[config.mk]
export PLATFORM = sky130hd
export DESIGN_NAME = execute_stage_flat
export DESIGN_NICKNAME = d
export VERILOG_FILES = /design/src/rtl/execute_stage_if.sv /design/src/rtl/execute_stage.sv /design/src/flat_wrapper.sv
export SDC_FILE = /design/constraint.sdc
export NUM_CORES = 1
export LEC_CHECK = 0
export BUFFER_PORTS_ARGS = -buffer_cell sky130_fd_sc_hd__buf_2
export CORE_MARGIN = 1.5
export CORE_UTILIZATION = 25
export CTS_CLUSTER_SIZE = 40
export DETAILED_ROUTE_END_ITERATION = 16
export HOLD_SLACK_MARGIN = 0.03
export PLACE_DENSITY = 0.39
export SETUP_SLACK_MARGIN = 0.2
export SLEW_MARGIN = 10
export SYNTH_ARGS = -nofsm -noshare
export SYNTH_HDL_FRONTEND = slang
export SYNTH_SLANG_ARGS = --single-unit
[constraint.sdc]
create_clock -name clk_i -period 16 [get_ports clk_i]
set_clock_uncertainty 0.2 [all_clocks]
set_input_delay 3.2 -clock clk_i [delete_from_list [all_inputs] [get_ports clk_i]]
set_output_delay 3.2 -clock clk_i [all_outputs]
set_load 0.1 [all_outputs]
[src/rtl/execute_stage_if.sv]
`default_nettype none
// ============================================================================
//  Module   : execute_stage_if
//  Brief    : Bundle of decode->execute operands, forwarding sources and
//             execute-stage results for the RV32 execute stage.
//  Revision : 1.0  initial release
// ============================================================================
interface execute_stage_if #(
    parameter int DATA_WIDTH = 32,
    parameter int PC_WIDTH   = 32
);
    logic                  BranchE_i;
    logic                  JumpE_i;
    logic [2:0]            ALUControlE_i;
    logic                  ALUSrcE_i;
    logic                  MdEnE_i;
    logic [1:0]            MdOpE_i;
    logic [DATA_WIDTH-1:0] RD1E_i;
    logic [DATA_WIDTH-1:0] RD2E_i;
    logic [DATA_WIDTH-1:0] ImmExtE_i;
    logic [PC_WIDTH-1:0]   PCE_i;
    logic [1:0]            ForwardAE_i;
    logic [1:0]            ForwardBE_i;
    logic [DATA_WIDTH-1:0] ResultW_i;
    logic [DATA_WIDTH-1:0] ALUResultM_i;
    logic [DATA_WIDTH-1:0] ALUResultE_o;
    logic [DATA_WIDTH-1:0] WriteDataE_o;
    logic [PC_WIDTH-1:0]   PCTargetE_o;
    logic                  PCSrcE_o;
    logic                  ZeroE_o;
    logic                  MdBusyE_o;

    // Upstream side: decode register, forwarding network and hazard unit
    modport master (
        output BranchE_i, JumpE_i, ALUControlE_i, ALUSrcE_i, MdEnE_i, MdOpE_i,
        output RD1E_i, RD2E_i, ImmExtE_i, PCE_i, ForwardAE_i, ForwardBE_i,
        output ResultW_i, ALUResultM_i,
        input  ALUResultE_o, WriteDataE_o, PCTargetE_o, PCSrcE_o, ZeroE_o,
        input  MdBusyE_o
    );

    // Execute stage side
    modport slave (
        input  BranchE_i, JumpE_i, ALUControlE_i, ALUSrcE_i, MdEnE_i, MdOpE_i,
        input  RD1E_i, RD2E_i, ImmExtE_i, PCE_i, ForwardAE_i, ForwardBE_i,
        input  ResultW_i, ALUResultM_i,
        output ALUResultE_o, WriteDataE_o, PCTargetE_o, PCSrcE_o, ZeroE_o,
        output MdBusyE_o
    );
endinterface
`default_nettype wire

[src/rtl/execute_stage.sv]
`default_nettype none
// ============================================================================
//  Module   : execute_stage
//  Brief    : RV32 execute stage - operand forwarding, single-cycle ALU,
//             branch/jump resolution and an iterative unsigned mul/div unit
//             that stalls the front of the pipeline while it runs.
//  Revision : 1.0  initial release
// ============================================================================
module execute_stage #(
    parameter int DATA_WIDTH    = 32,
    parameter int PC_WIDTH      = 32,
    parameter int MD_ITERATIONS = 32
) (
    input  logic            clk_i,
    input  logic            rst_i,
    execute_stage_if.slave  bus
);

    localparam int c_CW  = $clog2(MD_ITERATIONS);
    localparam int c_SHW = $clog2(DATA_WIDTH);
    localparam logic [c_CW-1:0] c_LAST = c_CW'(MD_ITERATIONS - 1);

    localparam logic [1:0] c_ST_IDLE = 2'd0;
    localparam logic [1:0] c_ST_RUN  = 2'd1;
    localparam logic [1:0] c_ST_DONE = 2'd2;

    logic [DATA_WIDTH-1:0]   w_fwd_a;
    logic [DATA_WIDTH-1:0]   w_fwd_b;
    logic [DATA_WIDTH-1:0]   w_src_b;
    logic [DATA_WIDTH-1:0]   w_alu_result;
    logic [DATA_WIDTH-1:0]   w_md_result;

    logic [1:0]              r_state;
    logic [c_CW-1:0]         r_count;
    logic [2*DATA_WIDTH-1:0] r_acc;
    logic [DATA_WIDTH-1:0]   r_op_a;
    logic [DATA_WIDTH-1:0]   r_op_b;
    logic [1:0]              r_md_op;

    logic [c_CW-1:0]         w_bit_idx;
    logic [2*DATA_WIDTH-1:0] w_mul_next;
    logic [DATA_WIDTH:0]     w_rem_sh;
    logic [DATA_WIDTH:0]     w_rem_sub;
    logic                    w_rem_ge;
    logic [2*DATA_WIDTH-1:0] w_div_next;

    // Forwarding muxes; encoding 11 falls back to the register file value
    always_comb begin
        w_fwd_a = bus.RD1E_i;
        w_fwd_b = bus.RD2E_i;
        case (bus.ForwardAE_i)
            2'b01:   w_fwd_a = bus.ResultW_i;
            2'b10:   w_fwd_a = bus.ALUResultM_i;
            default: w_fwd_a = bus.RD1E_i;
        endcase
        case (bus.ForwardBE_i)
            2'b01:   w_fwd_b = bus.ResultW_i;
            2'b10:   w_fwd_b = bus.ALUResultM_i;
            default: w_fwd_b = bus.RD2E_i;
        endcase
    end

    assign w_src_b = bus.ALUSrcE_i ? bus.ImmExtE_i : w_fwd_b;

    // Single-cycle ALU; shifts use only the low log2(DW) bits of SrcB
    always_comb begin
        w_alu_result = '0;
        case (bus.ALUControlE_i)
            3'b000: w_alu_result = w_fwd_a + w_src_b;
            3'b001: w_alu_result = w_fwd_a - w_src_b;
            3'b010: w_alu_result = w_fwd_a & w_src_b;
            3'b011: w_alu_result = w_fwd_a | w_src_b;
            3'b100: w_alu_result = w_fwd_a ^ w_src_b;
            3'b101: w_alu_result = {{(DATA_WIDTH-1){1'b0}},
                                    ($signed(w_fwd_a) < $signed(w_src_b))};
            3'b110: w_alu_result = w_fwd_a << w_src_b[c_SHW-1:0];
            default: w_alu_result = w_fwd_a >> w_src_b[c_SHW-1:0];
        endcase
    end

    // One iteration of shift-add multiply (MSB first) and restoring divide.
    // Multiply keeps the full product in r_acc; divide keeps the remainder
    // in the upper half and the quotient in the lower half, so both pick
    // their result with MdOp[0]. A zero divisor always "fits", giving an
    // all-ones quotient and the dividend as remainder with no special case.
    always_comb begin
        w_bit_idx  = c_LAST - r_count;
        w_mul_next = {r_acc[2*DATA_WIDTH-2:0], 1'b0} +
                     (r_op_b[w_bit_idx] ? {{DATA_WIDTH{1'b0}}, r_op_a}
                                        : {(2*DATA_WIDTH){1'b0}});
        w_rem_sh   = {r_acc[2*DATA_WIDTH-1:DATA_WIDTH], r_op_a[w_bit_idx]};
        w_rem_sub  = w_rem_sh - {1'b0, r_op_b};
        w_rem_ge   = (w_rem_sh >= {1'b0, r_op_b});
        w_div_next = {(w_rem_ge ? w_rem_sub[DATA_WIDTH-1:0]
                                : w_rem_sh[DATA_WIDTH-1:0]),
                      r_acc[DATA_WIDTH-2:0], w_rem_ge};
    end

    assign w_md_result = r_md_op[0] ? r_acc[2*DATA_WIDTH-1:DATA_WIDTH]
                                    : r_acc[DATA_WIDTH-1:0];

    // Mul/div sequencer: latch operands in IDLE, iterate in RUN, present in DONE
    always_ff @(posedge clk_i) begin
        if (rst_i) begin
            r_state <= c_ST_IDLE;
            r_count <= '0;
            r_acc   <= '0;
            r_op_a  <= '0;
            r_op_b  <= '0;
            r_md_op <= '0;
        end else begin
            case (r_state)
                c_ST_IDLE: begin
                    if (bus.MdEnE_i) begin
                        r_op_a  <= w_fwd_a;
                        r_op_b  <= w_fwd_b;
                        r_md_op <= bus.MdOpE_i;
                        r_acc   <= '0;
                        r_count <= '0;
                        r_state <= c_ST_RUN;
                    end
                end
                c_ST_RUN: begin
                    if (!bus.MdEnE_i) begin
                        r_state <= c_ST_IDLE;
                    end else begin
                        r_acc   <= r_md_op[1] ? w_div_next : w_mul_next;
                        r_count <= r_count + 1'b1;
                        if (r_count == c_LAST) begin
                            r_state <= c_ST_DONE;
                        end
                    end
                end
                default: begin
                    r_state <= c_ST_IDLE;
                end
            endcase
        end
    end

    assign bus.ALUResultE_o = (r_state == c_ST_DONE) ? w_md_result : w_alu_result;
    assign bus.WriteDataE_o = w_fwd_b;
    assign bus.PCTargetE_o  = bus.PCE_i + PC_WIDTH'(bus.ImmExtE_i);
    assign bus.ZeroE_o      = (w_alu_result == '0);
    assign bus.PCSrcE_o     = (bus.BranchE_i & bus.ZeroE_o) | bus.JumpE_i;
    assign bus.MdBusyE_o    = ~rst_i & bus.MdEnE_i & (r_state != c_ST_DONE);

endmodule
`default_nettype wire

[src/flat_wrapper.sv]
// flat-port wrapper written by rule: the top's interface ports become plain ports
module execute_stage_flat 
#(
    parameter int DATA_WIDTH    = 32,
    parameter int PC_WIDTH      = 32,
    parameter int MD_ITERATIONS = 32
)
  (clk_i, rst_i, bus_BranchE_i, bus_JumpE_i, bus_ALUControlE_i, bus_ALUSrcE_i, bus_MdEnE_i, bus_MdOpE_i, bus_RD1E_i, bus_RD2E_i, bus_ImmExtE_i, bus_PCE_i, bus_ForwardAE_i, bus_ForwardBE_i, bus_ResultW_i, bus_ALUResultM_i, bus_ALUResultE_o, bus_WriteDataE_o, bus_PCTargetE_o, bus_PCSrcE_o, bus_ZeroE_o, bus_MdBusyE_o);
  execute_stage_if #(.DATA_WIDTH(DATA_WIDTH), .PC_WIDTH(PC_WIDTH)) bus_i ();
  input  logic clk_i;
  input  logic rst_i;
  input wire logic [$bits(bus_i.BranchE_i)-1:0] bus_BranchE_i;
  input wire logic [$bits(bus_i.JumpE_i)-1:0] bus_JumpE_i;
  input wire logic [$bits(bus_i.ALUControlE_i)-1:0] bus_ALUControlE_i;
  input wire logic [$bits(bus_i.ALUSrcE_i)-1:0] bus_ALUSrcE_i;
  input wire logic [$bits(bus_i.MdEnE_i)-1:0] bus_MdEnE_i;
  input wire logic [$bits(bus_i.MdOpE_i)-1:0] bus_MdOpE_i;
  input wire logic [$bits(bus_i.RD1E_i)-1:0] bus_RD1E_i;
  input wire logic [$bits(bus_i.RD2E_i)-1:0] bus_RD2E_i;
  input wire logic [$bits(bus_i.ImmExtE_i)-1:0] bus_ImmExtE_i;
  input wire logic [$bits(bus_i.PCE_i)-1:0] bus_PCE_i;
  input wire logic [$bits(bus_i.ForwardAE_i)-1:0] bus_ForwardAE_i;
  input wire logic [$bits(bus_i.ForwardBE_i)-1:0] bus_ForwardBE_i;
  input wire logic [$bits(bus_i.ResultW_i)-1:0] bus_ResultW_i;
  input wire logic [$bits(bus_i.ALUResultM_i)-1:0] bus_ALUResultM_i;
  output wire logic [$bits(bus_i.ALUResultE_o)-1:0] bus_ALUResultE_o;
  output wire logic [$bits(bus_i.WriteDataE_o)-1:0] bus_WriteDataE_o;
  output wire logic [$bits(bus_i.PCTargetE_o)-1:0] bus_PCTargetE_o;
  output wire logic [$bits(bus_i.PCSrcE_o)-1:0] bus_PCSrcE_o;
  output wire logic [$bits(bus_i.ZeroE_o)-1:0] bus_ZeroE_o;
  output wire logic [$bits(bus_i.MdBusyE_o)-1:0] bus_MdBusyE_o;
  assign bus_i.BranchE_i = bus_BranchE_i;
  assign bus_i.JumpE_i = bus_JumpE_i;
  assign bus_i.ALUControlE_i = bus_ALUControlE_i;
  assign bus_i.ALUSrcE_i = bus_ALUSrcE_i;
  assign bus_i.MdEnE_i = bus_MdEnE_i;
  assign bus_i.MdOpE_i = bus_MdOpE_i;
  assign bus_i.RD1E_i = bus_RD1E_i;
  assign bus_i.RD2E_i = bus_RD2E_i;
  assign bus_i.ImmExtE_i = bus_ImmExtE_i;
  assign bus_i.PCE_i = bus_PCE_i;
  assign bus_i.ForwardAE_i = bus_ForwardAE_i;
  assign bus_i.ForwardBE_i = bus_ForwardBE_i;
  assign bus_i.ResultW_i = bus_ResultW_i;
  assign bus_i.ALUResultM_i = bus_ALUResultM_i;
  assign bus_ALUResultE_o = bus_i.ALUResultE_o;
  assign bus_WriteDataE_o = bus_i.WriteDataE_o;
  assign bus_PCTargetE_o = bus_i.PCTargetE_o;
  assign bus_PCSrcE_o = bus_i.PCSrcE_o;
  assign bus_ZeroE_o = bus_i.ZeroE_o;
  assign bus_MdBusyE_o = bus_i.MdBusyE_o;
  execute_stage #(.DATA_WIDTH(DATA_WIDTH), .PC_WIDTH(PC_WIDTH), .MD_ITERATIONS(MD_ITERATIONS)) u_core (.clk_i(clk_i), .rst_i(rst_i), .bus(bus_i));
endmodule
After elaboration in Yosys (flattened, before gate mapping)
Index checks and enable logic that the tools add are counted.
{"block": "word_totals", "ff_bits": 137, "in_bits": 207, "out_inout_bits": 99}
{"block": "op_classes", "n_addsub": 7, "order_cmp": 3, "eq_ne": 17, "shift": 2, "muxes": 23, "n_bitwise": 8, "reduce_logical": 7}
{"op": "case mux 32 bit (7 select lines)", "n": 1}
{"op": "2-to-1 mux 64 bit", "n": 3}
{"op": "2-to-1 mux 32 bit", "n": 5}
{"op": "case mux 32 bit (2 select lines)", "n": 2}
{"op": "case mux 64 bit (2 select lines)", "n": 1}
{"op": "adder 32 bit", "n": 2}
{"op": "adder 64 bit", "n": 1}
{"op": "subtractor 32 bit", "n": 2}
{"op": "greater-or-equal comparator 33 x 32 -> 1 bit", "n": 1}
{"op": "bitwise AND 32 bit", "n": 1}
{"op": "logical NOT 32 bit", "n": 1}
{"op": "less-than comparator 32 bit", "n": 1}
{"op": "OR 32 bit", "n": 1}
{"op": "left shift 32 x 5 -> 32 bit", "n": 1}
{"op": "right shift 32 x 5 -> 32 bit", "n": 1}
{"op": "bitwise XOR 32 bit", "n": 1}
{"op": "binary-select mux 1 bit (select 5 bit)", "n": 2}
{"op": "2-to-1 mux 5 bit", "n": 2}
{"op": "case mux 5 bit (2 select lines)", "n": 1}
{"op": "== test 3 bit, second input constant", "n": 3}
{"op": "== test 2 x 1 -> 1 bit, second input constant", "n": 3}
{"op": "== test 2 bit, second input constant", "n": 3}
{"op": "== test 3 x 2 -> 1 bit, second input constant", "n": 2}
{"op": "less-than comparator 5 x 6 -> 1 bit, second input constant", "n": 1}
{"op": "other kinds (17)", "n": 25}

Logic depth before layout (Yosys ltp)
{"block": "logic_depth", "ltp_word": 8, "mapped_depth": 24, "depth_no_buf": 20}

Least setup slack after synthesis
No wires, ideal clock.
{"block": "synth_timing", "path_type": "input -> output", "startpoint": "input port bus_ForwardBE_i[0]", "endpoint": "output port bus_PCSrcE_o", "arrival_ps": 9266, "required_time_ps": 12600, "path_slack_ps": 3334, "cell_stages": 22, "cell_sequence": "inv_1 ha_1 buf_2 a221oi_1 o31a_1 buf_2 buf_2 buf_2 buf_2 ha_1 nand2b_1 a2111o_1 a31o_2 a31oi_2 a221o_1 a311oi_2 o21ai_1 a211oi_1 or4_1 nor4_1 nand4b_1 o21bai_1"}
{"block": "synth_via", "elab_chain_cells": 8, "word_cells_on_any_way": 16}
{"item": "from (decl)", "line": "flat_wrapper.sv:23", "rtl": "input wire logic [$bits(bus_i.ForwardBE_i)-1:0] bus_ForwardBE_i;"}
{"item": "== test 2 bit or == test 2 x 1 -> 1 bit (tied branches)", "line": "execute_stage.sv:56", "rtl": "case (bus.ForwardBE_i)"}
{"item": "case mux 32 bit (2 select lines) *", "line": "execute_stage.sv:56"}
{"item": "2-to-1 mux 32 bit *", "line": "execute_stage.sv:63", "rtl": "assign w_src_b = bus.ALUSrcE_i ? bus.ImmExtE_i : w_fwd_b;"}
{"item": "subtractor 32 bit (tied with other cells)", "line": "execute_stage.sv:70", "rtl": "3'b001: w_alu_result = w_fwd_a - w_src_b;"}
{"item": "case mux 32 bit (7 select lines) *", "line": "execute_stage.sv:68", "rtl": "case (bus.ALUControlE_i)"}
{"item": "logical NOT 32 bit *", "line": "execute_stage.sv:144", "rtl": "assign bus.ZeroE_o = (w_alu_result == '0);"}
{"item": "bitwise AND 1 bit *", "line": "execute_stage.sv:145", "rtl": "assign bus.PCSrcE_o = (bus.BranchE_i & bus.ZeroE_o) | bus.JumpE_i;"}
{"item": "OR 1 bit *", "line": "execute_stage.sv:145"}
{"item": "to (decl)", "line": "flat_wrapper.sv:29", "rtl": "output wire logic [$bits(bus_i.PCSrcE_o)-1:0] bus_PCSrcE_o;"}
Mark *: on every way between the ends. The rest lies on a longest branch, timed or not.

Final worst setup path
Ends and elaborated chain as after synthesis.

==> results.ini <==
[timing]
slew_violations=0
slew_headroom_pct=28.16
setup_tns_ns=0
worstMarginPinSlew_ns=1.069
fin_crit_sh_pct=86.27
fmaxAchievable_mhz=72.45
min_period_ns=13.80
hold_violations=0
setup_viol=0
rsz0062_at_grt=no

[critical_path]
crit_family=compound AO/OA/AOI/OAI gates
slowest_stage=ha_2
path_depth=24
worstRegToRegCells=19
reg2reg_to=u_core.r_acc[61]$_SDFFE_PP0P_
worstSetupPathType=in -> out
cp-start-kind=input port
crit_path_end=bus_PCSrcE_o
reg2reg_from=u_core.r_count[1]$_SDFFE_PP0P_
required_ns=12.60
critPathBufInv=7
path_max_fanout=42
r2r_slack_ns=9.07
crit_path_end_kind=output port
max_stage_delay_ns=0.73
crit_chain=buf_2 -> inv_1 -> ha_2 -> buf_4 -> nand2b_1 -> o221ai_4 -> buf_4 -> inv_2 -> ha_1 -> inv_1 -> fa_1 -> or2_1 -> a221oi_1 -> o31a_1 -> a21oi_1 -> o31ai_1 -> a31oi_1 -> o21ai_0 -> a41oi_1 -> o221ai_2 -> nor4_1 -> nand4b_1 -> o21bai_1 -> buf_2
critPathArrivalTime_ns=10.40
cp-startpoint=bus_ForwardBE_i[0]

[status]
status=complete, no violations

[detailed_routing]
drc=0
wl_met2_um=56480
vias_per_cell=5.703
vias=25440
antenna_left=0
finalWirelength_um=126200
routed-wl-met3_um=9371
dr.pass1.iters=7
wl_met1_um=55020
post_drt_wl_per_cell_um=28.29
top_layer_used=met5
drt_iter0_markers=2654

[logic_synthesis]
ys_seq_area_share_pct=12.53
synth_top_area_share_pct=12.53
synth.avg_cell_area_um2=7.065
netlist_area_um2=21890
synth.mux.area_fraction_pct=9.284
synthAdderAreaFrac_pct=12.46
syn_nets=3520
synth_top_family_by_area=compound AO/OA/AOI/OAI gates
yosys.area_share.simple_pct=19.75
synth-xor-area-share_pct=5.402
synthArstFlopShare_pct=0
synth_compound_area_share_pct=33.24
synth_warnings=0
postSynthCellCount=3098
yosys-top-cells-area=dfxtp_1 13%, ha_1 12%, mux2i_1 6.8%
synth-seq-cells=137
synthDistinctLibCells=95
synth-edff-count=0
ys.flop_type=dfxtp_1
synth_top_area_cell=dfxtp_1

[cts]
holdBufCountCts=0
clock_path_buffers=2
clock-sinks=137
clk_pin_slew_worst_paths_ns=0.06
cts_root_buffer=clkbuf_16
cts_buffers=17
cts_resized=0
cts_htree_levels=4
clkLatencyLatePin_ns=0.49
cts_tree=yes
post_cts_buffers=0

[placement]
hpwl_um=101600
routabilityCongestion=1.025
io_buffers=305

[final_layout]
fin_util_pct=29.07
fill_cells=9832
multi_input_area_um2=17590
syn2layout_area_growth_pct=15.21
final_cell_mix=305 x buf_2, 289 x nor2_1, 279 x nand2_1
seqCellArea_um2=2745
fin_nets=3713
final_common_cell=buf_2
final_layout_size_suffix_gt1_share_pct=15.07

[power]
p_sw_mw=1.355
combPwrFrac_pct=65.7
seq_power_share_pct=15.6
peakVddDrop_v=0.00009027
leakage_nw=10.73
switching_share_pct=57.46
p_int_mw=1.003
powerDensity_nw_per_um2=93.48
power.share.clock_pct=18.7

[global_route]
first_global_vias=24480
grt_pass1_wl_um=179700
antenna_found_initial=13
gr-total-overflow=0
grt_max_degree=67
grt_usage_pct=27.42

[floorplanning]
placeableCoreArea_um2=86750
rows=108
start_util_pct=25.23
die_h_um=298.9
dieArea_um2=89330
die_x_um=298.9
io_pins=306

[min_path]
hold_path_class=reg -> reg

[run]
max_cap_viol_count=0

==> worst min-delay path, stage by stage (launching register included) <==
cell and delay, ns:
dfxtp_1 0.34, nand2_1 0.05, o21ai_0 0.06
==> metrics by stage <==
stage	instance area, um2	instances	hold slack, ns	power [mW]	setup slack [ns]
finish	25220	4461	0.2835	2.357	2.197
floorplan	21890	3098	0.2337	1.415	3.334
CTS	25210	4459	0.2831	2.336	2.464
detailed placement	24590	4427	0.2667	1.891	2.476
global route	25210	4459	0.3033	2.453	1.904
global placement	24590	4427	0.2598	1.901	2.604
==> cell type report <==
cell class | count | share of cell area (%)
clock inverter | 12 | 0.6500
clock buffer | 20 | 1.811
tap | 1155 | 5.731
inverter | 194 | 2.888
antenna | 2 | 0.01985
sequential | 137 | 10.89
timing repair buffer | 379 | 8.257
multi-input combinational | 2562 | 69.76
==> sequential cells by signal, summed over array words and instances, names as in the netlist <==
register        flops
u_core.r_acc       64
u_core.r_count      5
u_core.r_md_op      2
u_core.r_op_a      32
u_core.r_op_b      32
u_core.r_state      2
==> metal layers <==
layer | vias up | track usage (%)
li1 | 11760 | -
met1 | 12380 | 36.34
met2 | 1085 | 43.68
met3 | 200 | 5.707
met4 | 10 | 9.957
met5 | - | 0
==> kinds of logic after synthesis <==
kind of cell | count (synthesis)
AND/OR/NAND/NOR | 928
buffers and inverters | 399
multiplexers | 177
AO/OA/AOI/OAI | 1107
adder cells (fa/ha/maj) | 215
XOR/XNOR | 135
flip-flops | 137
==> power groups by stage <==
stage | Clock [mW] | Sequential [mW] | Combinational [mW]
after detailed placement | 0 | 0.375 | 1.52
after global routing | 0.461 | 0.369 | 1.62
after CTS | 0.448 | 0.367 | 1.52
after global placement | 0 | 0.375 | 1.53
final | 0.441 | 0.368 | 1.55
after floorplan | 0 | 0.367 | 1.05
==> cells in the mapped netlist, drive strengths merged, types with 23 or more instances <==
| master | number |
|---|---|
| nor3 | 45 |
| ha | 210 |
| nand3 | 62 |
| clkbuf | 142 |
| a22oi | 104 |
| xnor2 | 93 |
| nor2 | 292 |
| o221ai | 23 |
| o211ai | 28 |
| o21a | 27 |
| buf | 63 |
| o21bai | 24 |
| a211oi | 44 |
| a31oi | 31 |
| nand2 | 279 |
| inv | 193 |
| a21oi | 245 |
| nor2b | 67 |
| dfxtp | 137 |
| mux2i | 149 |
| xor2 | 42 |
| a221o | 39 |
| o22ai | 42 |
| nand4 | 24 |
| a21o | 58 |
| o21ai | 301 |
| nand2b | 29 |
==> worst min path at each step <==
stage                                        start                        endpoint  slack (ns)  depth (start not counted)
floorplan            u_core.r_op_a[0]$_SDFFE_PP0P_   u_core.r_op_a[0]$_SDFFE_PP0P_        0.23                          2
global placement    u_core.r_op_a[30]$_SDFFE_PP0P_  u_core.r_op_a[30]$_SDFFE_PP0P_        0.26                          2
detailed placement  u_core.r_op_a[29]$_SDFFE_PP0P_  u_core.r_op_a[29]$_SDFFE_PP0P_        0.27                          2
CTS                 u_core.r_op_a[29]$_SDFFE_PP0P_  u_core.r_op_a[29]$_SDFFE_PP0P_        0.28                          2
global route         u_core.r_op_b[6]$_SDFFE_PP0P_   u_core.r_op_b[6]$_SDFFE_PP0P_        0.30                          2
finish              u_core.r_op_a[10]$_SDFFE_PP0P_  u_core.r_op_a[10]$_SDFFE_PP0P_        0.28                          2
No activity file was read; power rests on OpenSTA's default activity.
